$ cat config.mk
export PLATFORM = sky130hd
export DESIGN_NAME = node_eject_rx
export DESIGN_NICKNAME = d
export VERILOG_FILES = /design/src/rtl/noc_pkg.sv /design/src/rtl/flit_fifo.sv /design/src/rtl/node_eject_rx.sv
export SDC_FILE = /design/constraint.sdc
export NUM_CORES = 1
export LEC_CHECK = 0
export CORE_MARGIN = 2
export CORE_UTILIZATION = 57
export DETAILED_ROUTE_END_ITERATION = 10
export GPL_TIMING_DRIVEN = 0
export HOLD_SLACK_MARGIN = 0.15
export PLACE_DENSITY = 0.79
export SYNTH_ARGS = -nofsm -noshare
export SYNTH_HDL_FRONTEND = slang
export SYNTH_HIERARCHICAL = 1
export SYNTH_SLANG_ARGS = --single-unit
export TNS_END_PERCENT = 5
$ cat constraint.sdc
create_clock -name N_clk -period 4.5 [get_ports N_clk]
set_input_delay 0.9 -clock N_clk [delete_from_list [all_inputs] [get_ports N_clk]]
set_output_delay 0.9 -clock N_clk [all_outputs]
set_load 0.02 [all_outputs]
$ cat src/rtl/noc_pkg.sv
// Shared NoC flit format: field positions, flit type encodings and credit width.
package noc_pkg;

  localparam int FLIT_W     = 73;
  localparam int VALID_BIT  = 72;
  localparam int TYPE_HI    = 71;
  localparam int TYPE_LO    = 70;
  localparam int DST_HI     = 69;
  localparam int DST_LO     = 65;
  localparam int RSVD_BIT   = 64;
  localparam int HDR_SRC_HI = 63;
  localparam int HDR_SRC_LO = 56;
  localparam int HDR_DST_HI = 55;
  localparam int HDR_DST_LO = 48;
  localparam int HDR_LEN_HI = 47;
  localparam int HDR_LEN_LO = 42;
  localparam int HDR_ID_HI  = 41;
  localparam int HDR_ID_LO  = 36;
  localparam int DATA_HI    = 31;
  localparam int DATA_LO    = 0;

  localparam int CREDIT_W = 3;
  localparam int NODE_W   = 5;
  localparam int ADDR_W   = 8;
  localparam int SEQ_W    = 6;
  localparam int DATA_W   = 32;

  typedef enum logic [1:0] {
    FLIT_HEAD = 2'b00,
    FLIT_BODY = 2'b01,
    FLIT_TAIL = 2'b10,
    FLIT_RSVD = 2'b11
  } flit_type_e;

  typedef enum logic {
    RX_IDLE = 1'b0,
    RX_BODY = 1'b1
  } rx_state_e;

  function automatic flit_type_e flitType(input logic [1:0] typeBits);
    return flit_type_e'(typeBits);
  endfunction

endpackage

$ cat src/rtl/flit_fifo.sv
// DEPTH-entry synchronous flit FIFO; the front entry is visible combinationally on rdata_o.
module flit_fifo
  import noc_pkg::*;
#(
  parameter int DEPTH = 4,
  parameter int WIDTH = FLIT_W
) (
  input  logic                   N_clk,
  input  logic                   N_rst_n,
  input  logic                   push_i,
  input  logic                   pop_i,
  input  logic [WIDTH-1:0]       wdata_i,
  output logic [WIDTH-1:0]       rdata_o,
  output logic                   full_o,
  output logic                   empty_o,
  output logic [$clog2(DEPTH):0] count_o
);

  localparam int PTR_W = $clog2(DEPTH);
  localparam int CNT_W = PTR_W + 1;

  logic [WIDTH-1:0] mem_q [DEPTH];
  logic [PTR_W-1:0] wrPtr_q, rdPtr_q;
  logic [CNT_W-1:0] count_q, count_d;
  logic             doPush, doPop;

  // A push into a full FIFO is only legal when the same edge frees a slot.
  assign doPop  = pop_i && !empty_o;
  assign doPush = push_i && (!full_o || doPop);

  assign full_o  = (count_q == CNT_W'(DEPTH));
  assign empty_o = (count_q == '0);
  assign count_o = count_q;
  assign rdata_o = mem_q[rdPtr_q];

  always_ff @(posedge N_clk) begin
    if (doPush) begin
      mem_q[wrPtr_q] <= wdata_i;
    end
  end

  always_comb begin
    count_d = count_q;
    case ({doPush, doPop})
      2'b10:   count_d = count_q + CNT_W'(1);
      2'b01:   count_d = count_q - CNT_W'(1);
      default: count_d = count_q;
    endcase
  end

  always_ff @(posedge N_clk or negedge N_rst_n) begin
    if (!N_rst_n) begin
      wrPtr_q <= '0;
      rdPtr_q <= '0;
      count_q <= '0;
    end else begin
      if (doPush) wrPtr_q <= wrPtr_q + PTR_W'(1);
      if (doPop)  rdPtr_q <= rdPtr_q + PTR_W'(1);
      count_q <= count_d;
    end
  end

endmodule

$ cat src/rtl/node_eject_rx.sv
// Ejection receiver: buffers router flits, returns one credit per freed slot, and turns
// head/body/tail packets into a 32-bit word stream with packet metadata for the PE.
module node_eject_rx
  import noc_pkg::*;
#(
  parameter int                  DEPTH = 4,
  parameter logic [CREDIT_W-1:0] VC_ID = '0
) (
  input  logic                N_clk,
  input  logic                N_rst_n,
  input  logic [NODE_W-1:0]   node_number,
  input  logic [FLIT_W-1:0]   input_flit,
  output logic [CREDIT_W-1:0] out_credit,
  output logic                out_credit_valid,
  output logic [DATA_W-1:0]   o_data,
  output logic                o_data_valid,
  input  logic                i_data_ready,
  output logic                o_last,
  output logic [ADDR_W-1:0]   o_src,
  output logic [SEQ_W-1:0]    o_seq_len,
  output logic [SEQ_W-1:0]    o_id,
  output logic                o_err
);

  localparam int CNT_W = $clog2(DEPTH) + 1;

  rx_state_e           state_q, state_d;
  logic [FLIT_W-1:0]   frontFlit;
  logic [CNT_W-1:0]    fifoCount;
  logic                fifoFull, fifoEmpty, fifoPush, fifoPop, overflow;
  flit_type_e          frontType;
  logic [ADDR_W-1:0]   hdrSrc, hdrDst;
  logic [SEQ_W-1:0]    hdrLen, hdrId;
  logic [DATA_W-1:0]   frontData;
  logic                headPop, emitWord, emitLast, protoErr;
  logic [SEQ_W-1:0]    wordCnt_q, wordCnt_d, cntInc;
  logic [ADDR_W-1:0]   pktSrc_q;
  logic [SEQ_W-1:0]    pktLen_q, pktId_q;
  logic                dataValid_q, last_q, creditValid_q, err_q;
  logic [DATA_W-1:0]   data_q;
  logic [ADDR_W-1:0]   src_q;
  logic [SEQ_W-1:0]    seqLen_q, id_q;
  logic [CREDIT_W-1:0] credit_q;
  logic                unusedFrontBits;

  flit_fifo #(
    .DEPTH (DEPTH),
    .WIDTH (FLIT_W)
  ) u_fifo (
    .N_clk   (N_clk),
    .N_rst_n (N_rst_n),
    .push_i  (fifoPush),
    .pop_i   (fifoPop),
    .wdata_i (input_flit),
    .rdata_o (frontFlit),
    .full_o  (fifoFull),
    .empty_o (fifoEmpty),
    .count_o (fifoCount)
  );

  assign frontType = flitType(frontFlit[TYPE_HI:TYPE_LO]);
  assign hdrSrc    = frontFlit[HDR_SRC_HI:HDR_SRC_LO];
  assign hdrDst    = frontFlit[HDR_DST_HI:HDR_DST_LO];
  assign hdrLen    = frontFlit[HDR_LEN_HI:HDR_LEN_LO];
  assign hdrId     = frontFlit[HDR_ID_HI:HDR_ID_LO];
  assign frontData = frontFlit[DATA_HI:DATA_LO];
  assign cntInc    = wordCnt_q + SEQ_W'(1);

  assign unusedFrontBits = ^{frontFlit[VALID_BIT], frontFlit[DST_HI:DST_LO],
                             frontFlit[RSVD_BIT], frontFlit[HDR_ID_LO-1:DATA_HI+1]};

  // Heads and reserved flits never need the output register, so they drain regardless of ready.
  assign fifoPop  = !fifoEmpty && ((frontType == FLIT_HEAD) || (frontType == FLIT_RSVD) ||
                                   !dataValid_q || i_data_ready);
  assign fifoPush = input_flit[VALID_BIT] && ((fifoCount < CNT_W'(DEPTH)) || fifoPop);
  assign overflow = input_flit[VALID_BIT] && fifoFull && !fifoPop;

  always_ff @(posedge N_clk or negedge N_rst_n) begin
    if (!N_rst_n) state_q <= RX_IDLE;
    else          state_q <= state_d;
  end

  always_comb begin
    state_d = state_q;
    if (fifoPop) begin
      case (frontType)
        FLIT_HEAD: state_d = RX_BODY;
        FLIT_TAIL: state_d = RX_IDLE;
        default:   state_d = state_q;
      endcase
    end
  end

  always_comb begin
    headPop  = 1'b0;
    emitWord = 1'b0;
    emitLast = 1'b0;
    protoErr = 1'b0;
    if (fifoPop) begin
      case (frontType)
        FLIT_HEAD: begin
          headPop  = 1'b1;
          protoErr = (state_q == RX_BODY) || (hdrDst != {3'b000, node_number});
        end
        FLIT_BODY, FLIT_TAIL: begin
          if (state_q == RX_BODY) begin
            emitWord = 1'b1;
            emitLast = (frontType == FLIT_TAIL);
            protoErr = (frontType == FLIT_TAIL) && (cntInc != pktLen_q);
          end else begin
            protoErr = 1'b1;
          end
        end
        default: protoErr = 1'b1;
      endcase
    end
  end

  always_comb begin
    wordCnt_d = wordCnt_q;
    if (headPop)       wordCnt_d = '0;
    else if (emitWord) wordCnt_d = cntInc;
  end

  always_ff @(posedge N_clk or negedge N_rst_n) begin
    if (!N_rst_n) begin
      wordCnt_q <= '0;
      pktSrc_q  <= '0;
      pktLen_q  <= '0;
      pktId_q   <= '0;
    end else begin
      wordCnt_q <= wordCnt_d;
      if (headPop) begin
        pktSrc_q <= hdrSrc;
        pktLen_q <= hdrLen;
        pktId_q  <= hdrId;
      end
    end
  end

  // Metadata follows a new head early only when no unconsumed word is being held.
  always_ff @(posedge N_clk or negedge N_rst_n) begin
    if (!N_rst_n) begin
      dataValid_q <= 1'b0;
      data_q      <= '0;
      last_q      <= 1'b0;
      src_q       <= '0;
      seqLen_q    <= '0;
      id_q        <= '0;
    end else if (emitWord) begin
      dataValid_q <= 1'b1;
      data_q      <= frontData;
      last_q      <= emitLast;
      src_q       <= pktSrc_q;
      seqLen_q    <= pktLen_q;
      id_q        <= pktId_q;
    end else begin
      if (dataValid_q && i_data_ready) dataValid_q <= 1'b0;
      if (headPop && (!dataValid_q || i_data_ready)) begin
        src_q    <= hdrSrc;
        seqLen_q <= hdrLen;
        id_q     <= hdrId;
      end
    end
  end

  always_ff @(posedge N_clk or negedge N_rst_n) begin
    if (!N_rst_n) begin
      creditValid_q <= 1'b0;
      credit_q      <= '0;
      err_q         <= 1'b0;
    end else begin
      creditValid_q <= fifoPop;
      credit_q      <= fifoPop ? VC_ID : '0;
      err_q         <= err_q | overflow | protoErr;
    end
  end

  assign out_credit       = credit_q;
  assign out_credit_valid = creditValid_q;
  assign o_data           = data_q;
  assign o_data_valid     = dataValid_q;
  assign o_last           = last_q;
  assign o_src            = src_q;
  assign o_seq_len        = seqLen_q;
  assign o_id             = id_q;
  assign o_err            = err_q;

endmodule
==> impl_results.md <==
* Cell count after placement at 1088
* Gr ovfl total at 0
* Setup Viol. Count Final at 0
* Share of power burned in registers at 38.5%
* Largest net degree at the start of global routing at 58
* Worst hold slack at 0.3584 ns
* Crit path time final at 4.009 ns
* H-tree lvl count at 2
* Sink Count at 338
* Critical Path Most Common Cell: buf_2
* Pint at 8.347 mW
* Via count at 6687
* CTS tree: yes
* CP arrival at 4.40 ns
* Core area at 22570 sq um
* Routability cong. at 0.7885
* Crit-path slowest cell: mux4_2
* Logic pwr share at 36.5%
* Clock skew at 0.02404 ns
* Worst vdd ir at 529.9 uV
* Most frequent cells in the layout: 248 x edfxtp_1, 125 x clkdlybuf4s50_1, 90 x dfrtp_1
* Vias/cell at 5.795
* CP Class: register to register
* # hold bufs at CTS at 0
* Layout cell share with drive strength beyond 1 at 24.68%
* Crit end category: register
* Crit-path max cell delay at 0.52 ns
* Worst min path class: primary input to async pin
* Post_cts resized at 0
* Reg area at 9699 sq um
* Critical path's top delay family: buffers and inverters
* Routed Wire Length at 25640 microns
* Clock tree buffer depth at 3
* All-Layer GR Usage at 21.86%
* Num rows at 55
* Crit Path Max Fanout at 9
* Nets at 930
* CP cell instances: buf_2 > buf_4 > mux4_2 > inv_1 > ha_1 > a21o_1 > clkbuf_1 > a21boi_0 > buf_2 > nor2b_1 > nand2_1 > fa_1 > o21ba_2 > o211ai_1 > a22oi_1
* Peak Freq at 249.5 MHz
* GR Util met2 at 37.32%
* Clk_lat worst skew at 0.52 ns
* Syn. warnings at 6
* Static leakage at 5.848 nW
* Fin cells at 1154
* Most used routing layer: met2
* First-pass GRT wire length at 40120 microns
* Post-route design area at 16100 sq um
* Fill count at 1385
* Total die area at 24220 sq um
* Pwr/cell area at 757.1 nW/um^2
* Drt initial violations at 508
* Worst Tran Pin Value at 0.8001 ns
* Crit path buf inv count at 5
* Wire length per cell at 22.22 microns
* DR pass1 iterations at 5
* Residual DRC at 0
* Starting density of the core at 58.06%
* Clock power share at 24.9%
* Synth Area per Inst at 19.56 sq um
* Max-cap violations at 0
* Die Y at 155.6 microns
* CTS root buf: clkbuf_16
* Chip Width at 155.6 microns
* Initial antenna violation count at 1
* Final Power at 12.19 mW
* Crit start category: register
* Area of the multi-input gates at 3164 sq um
* Grt met3 use at 4.778%
* DP Wirelength at 16120 microns
* Cell area after synthesis at 13110 sq um
* Sw frac at 31.51%
* Setup repair bufs after CTS at 0
* P_sw at 3.840 mW
* Placed inst area at 14860 sq um
* Slew Limit Fails at 0
* I/O Buffers at 126
* Antenna-violating nets left at 0
* RSZ-0062 raised after global routing: no
* Clock transition time at the flip-flop clock pins of the worst setup and hold paths at 0.06 ns
* Crit share post-route at 89.08%
* IO Pins at 140
* Mapped Cells at 670
* WP data required at 4.89 ns
* Worst rel slew slack at 46.66%
* Most common cell after layout, fill and taps aside: edfxtp_1
* Layout area overhead at 22.84%
* CTS buffer count at 35
* Status: completed
* M1 GR Usage at 28.68%
* Final Hold Viols at 0
* Vias in the first global route at 7249
-- power by group through the flow --
stage / clock [mW] / sequential (mW) / combinational [mW]
final: 3.04 / 4.70 / 4.45
after global routing: 3.21 / 4.78 / 4.79
after CTS: 3.10 / 4.70 / 4.52
after detailed placement: 0 / 4.74 / 4.47
after global placement: 0 / 4.70 / 4.22
after floorplan: 0 / 4.95 / 2.69
-- metrics by stage --
| stage | setup TNS (ns) | setup WS [ns] | util (%) |
|---|---|---|---|
| finish | 0 | 0.4914 | 71.32 |
| global route | 0 | 0.1729 | 71.30 |
| CTS | 0 | 0.4961 | 71.30 |
| detailed placement | 0 | 0.5398 | 65.81 |
| global placement | -111.58 | -1.136 | 65.26 |
| floorplan | 0 | 0.8652 | - |
-- worst reg2reg max path, stage by stage, from the launching register on --
cell	delay [ns]
dfrtp_1	0.39
buf_2	0.31
buf_4	0.21
mux4_2	0.52
inv_1	0.10
ha_1	0.21
a21o_1	0.13
clkbuf_1	0.31
a21boi_0	0.15
buf_2	0.20
nor2b_1	0.22
nand2_1	0.11
fa_1	0.47
o21ba_2	0.25
o211ai_1	0.07
a22oi_1	0.24
-- layout make-up --
| type | count | share of cell area, % |
|---|---|---|
| sequential | 338 | 60.25 |
| clock buffer | 49 | 6.210 |
| antenna | 2 | 0.03109 |
| tap | 285 | 2.215 |
| clock inverter | 15 | 1.477 |
| timing repair buffer | 131 | 8.581 |
| multi-input combinational | 283 | 19.66 |
| inverter | 14 | 0.3264 |
| buffer | 37 | 1.251 |
-- path summary, 6_finish.rpt --
check                                  start                 to  slack [ns]  depth (start not counted)
setup / recovery           u_fifo/rdPtr_q[0]  u_fifo/count_o[1]        0.49                         15
setup reg to reg           u_fifo/rdPtr_q[0]  u_fifo/count_o[1]        0.49                         15
hold reg to reg                        o_err              o_err        0.49                          2
min in group N_clk                     o_err              o_err        0.49                          2
hold / removal                       N_rst_n         pktId_q[1]        0.36                          1
max in group asynchronous            N_rst_n         o_data[20]        3.46                          2
-- layer usage --
| metal | share of wire, % | vias to the layer above |
|---|---|---|
| li1 | - | 2963 |
| met1 | 40 | 3451 |
| met2 | 51 | 226 |
| met3 | 6.3 | 47 |
| met4 | 2.2 | 0 |
| met5 | 0 | - |
-- flip-flops by register name, summed over array words and instances (netlist names) --
| signal | count |
|---|---|
| pktSrc_q | 8 |
| u_fifo/rdPtr_q | 2 |
| o_seq_len | 6 |
| o_last | 1 |
| state_q | 1 |
| o_data | 32 |
| o_id | 6 |
| pktId_q | 6 |
| o_data_valid | 1 |
| u_fifo/wrPtr_q | 2 |
| o_src | 8 |
| out_credit_valid | 1 |
| wordCnt_q | 6 |
| u_fifo/mem_q | 248 |
| pktLen_q | 6 |
| o_err | 1 |
| u_fifo/count_o | 3 |
Note: power is estimated with default switching activity, not from simulation.
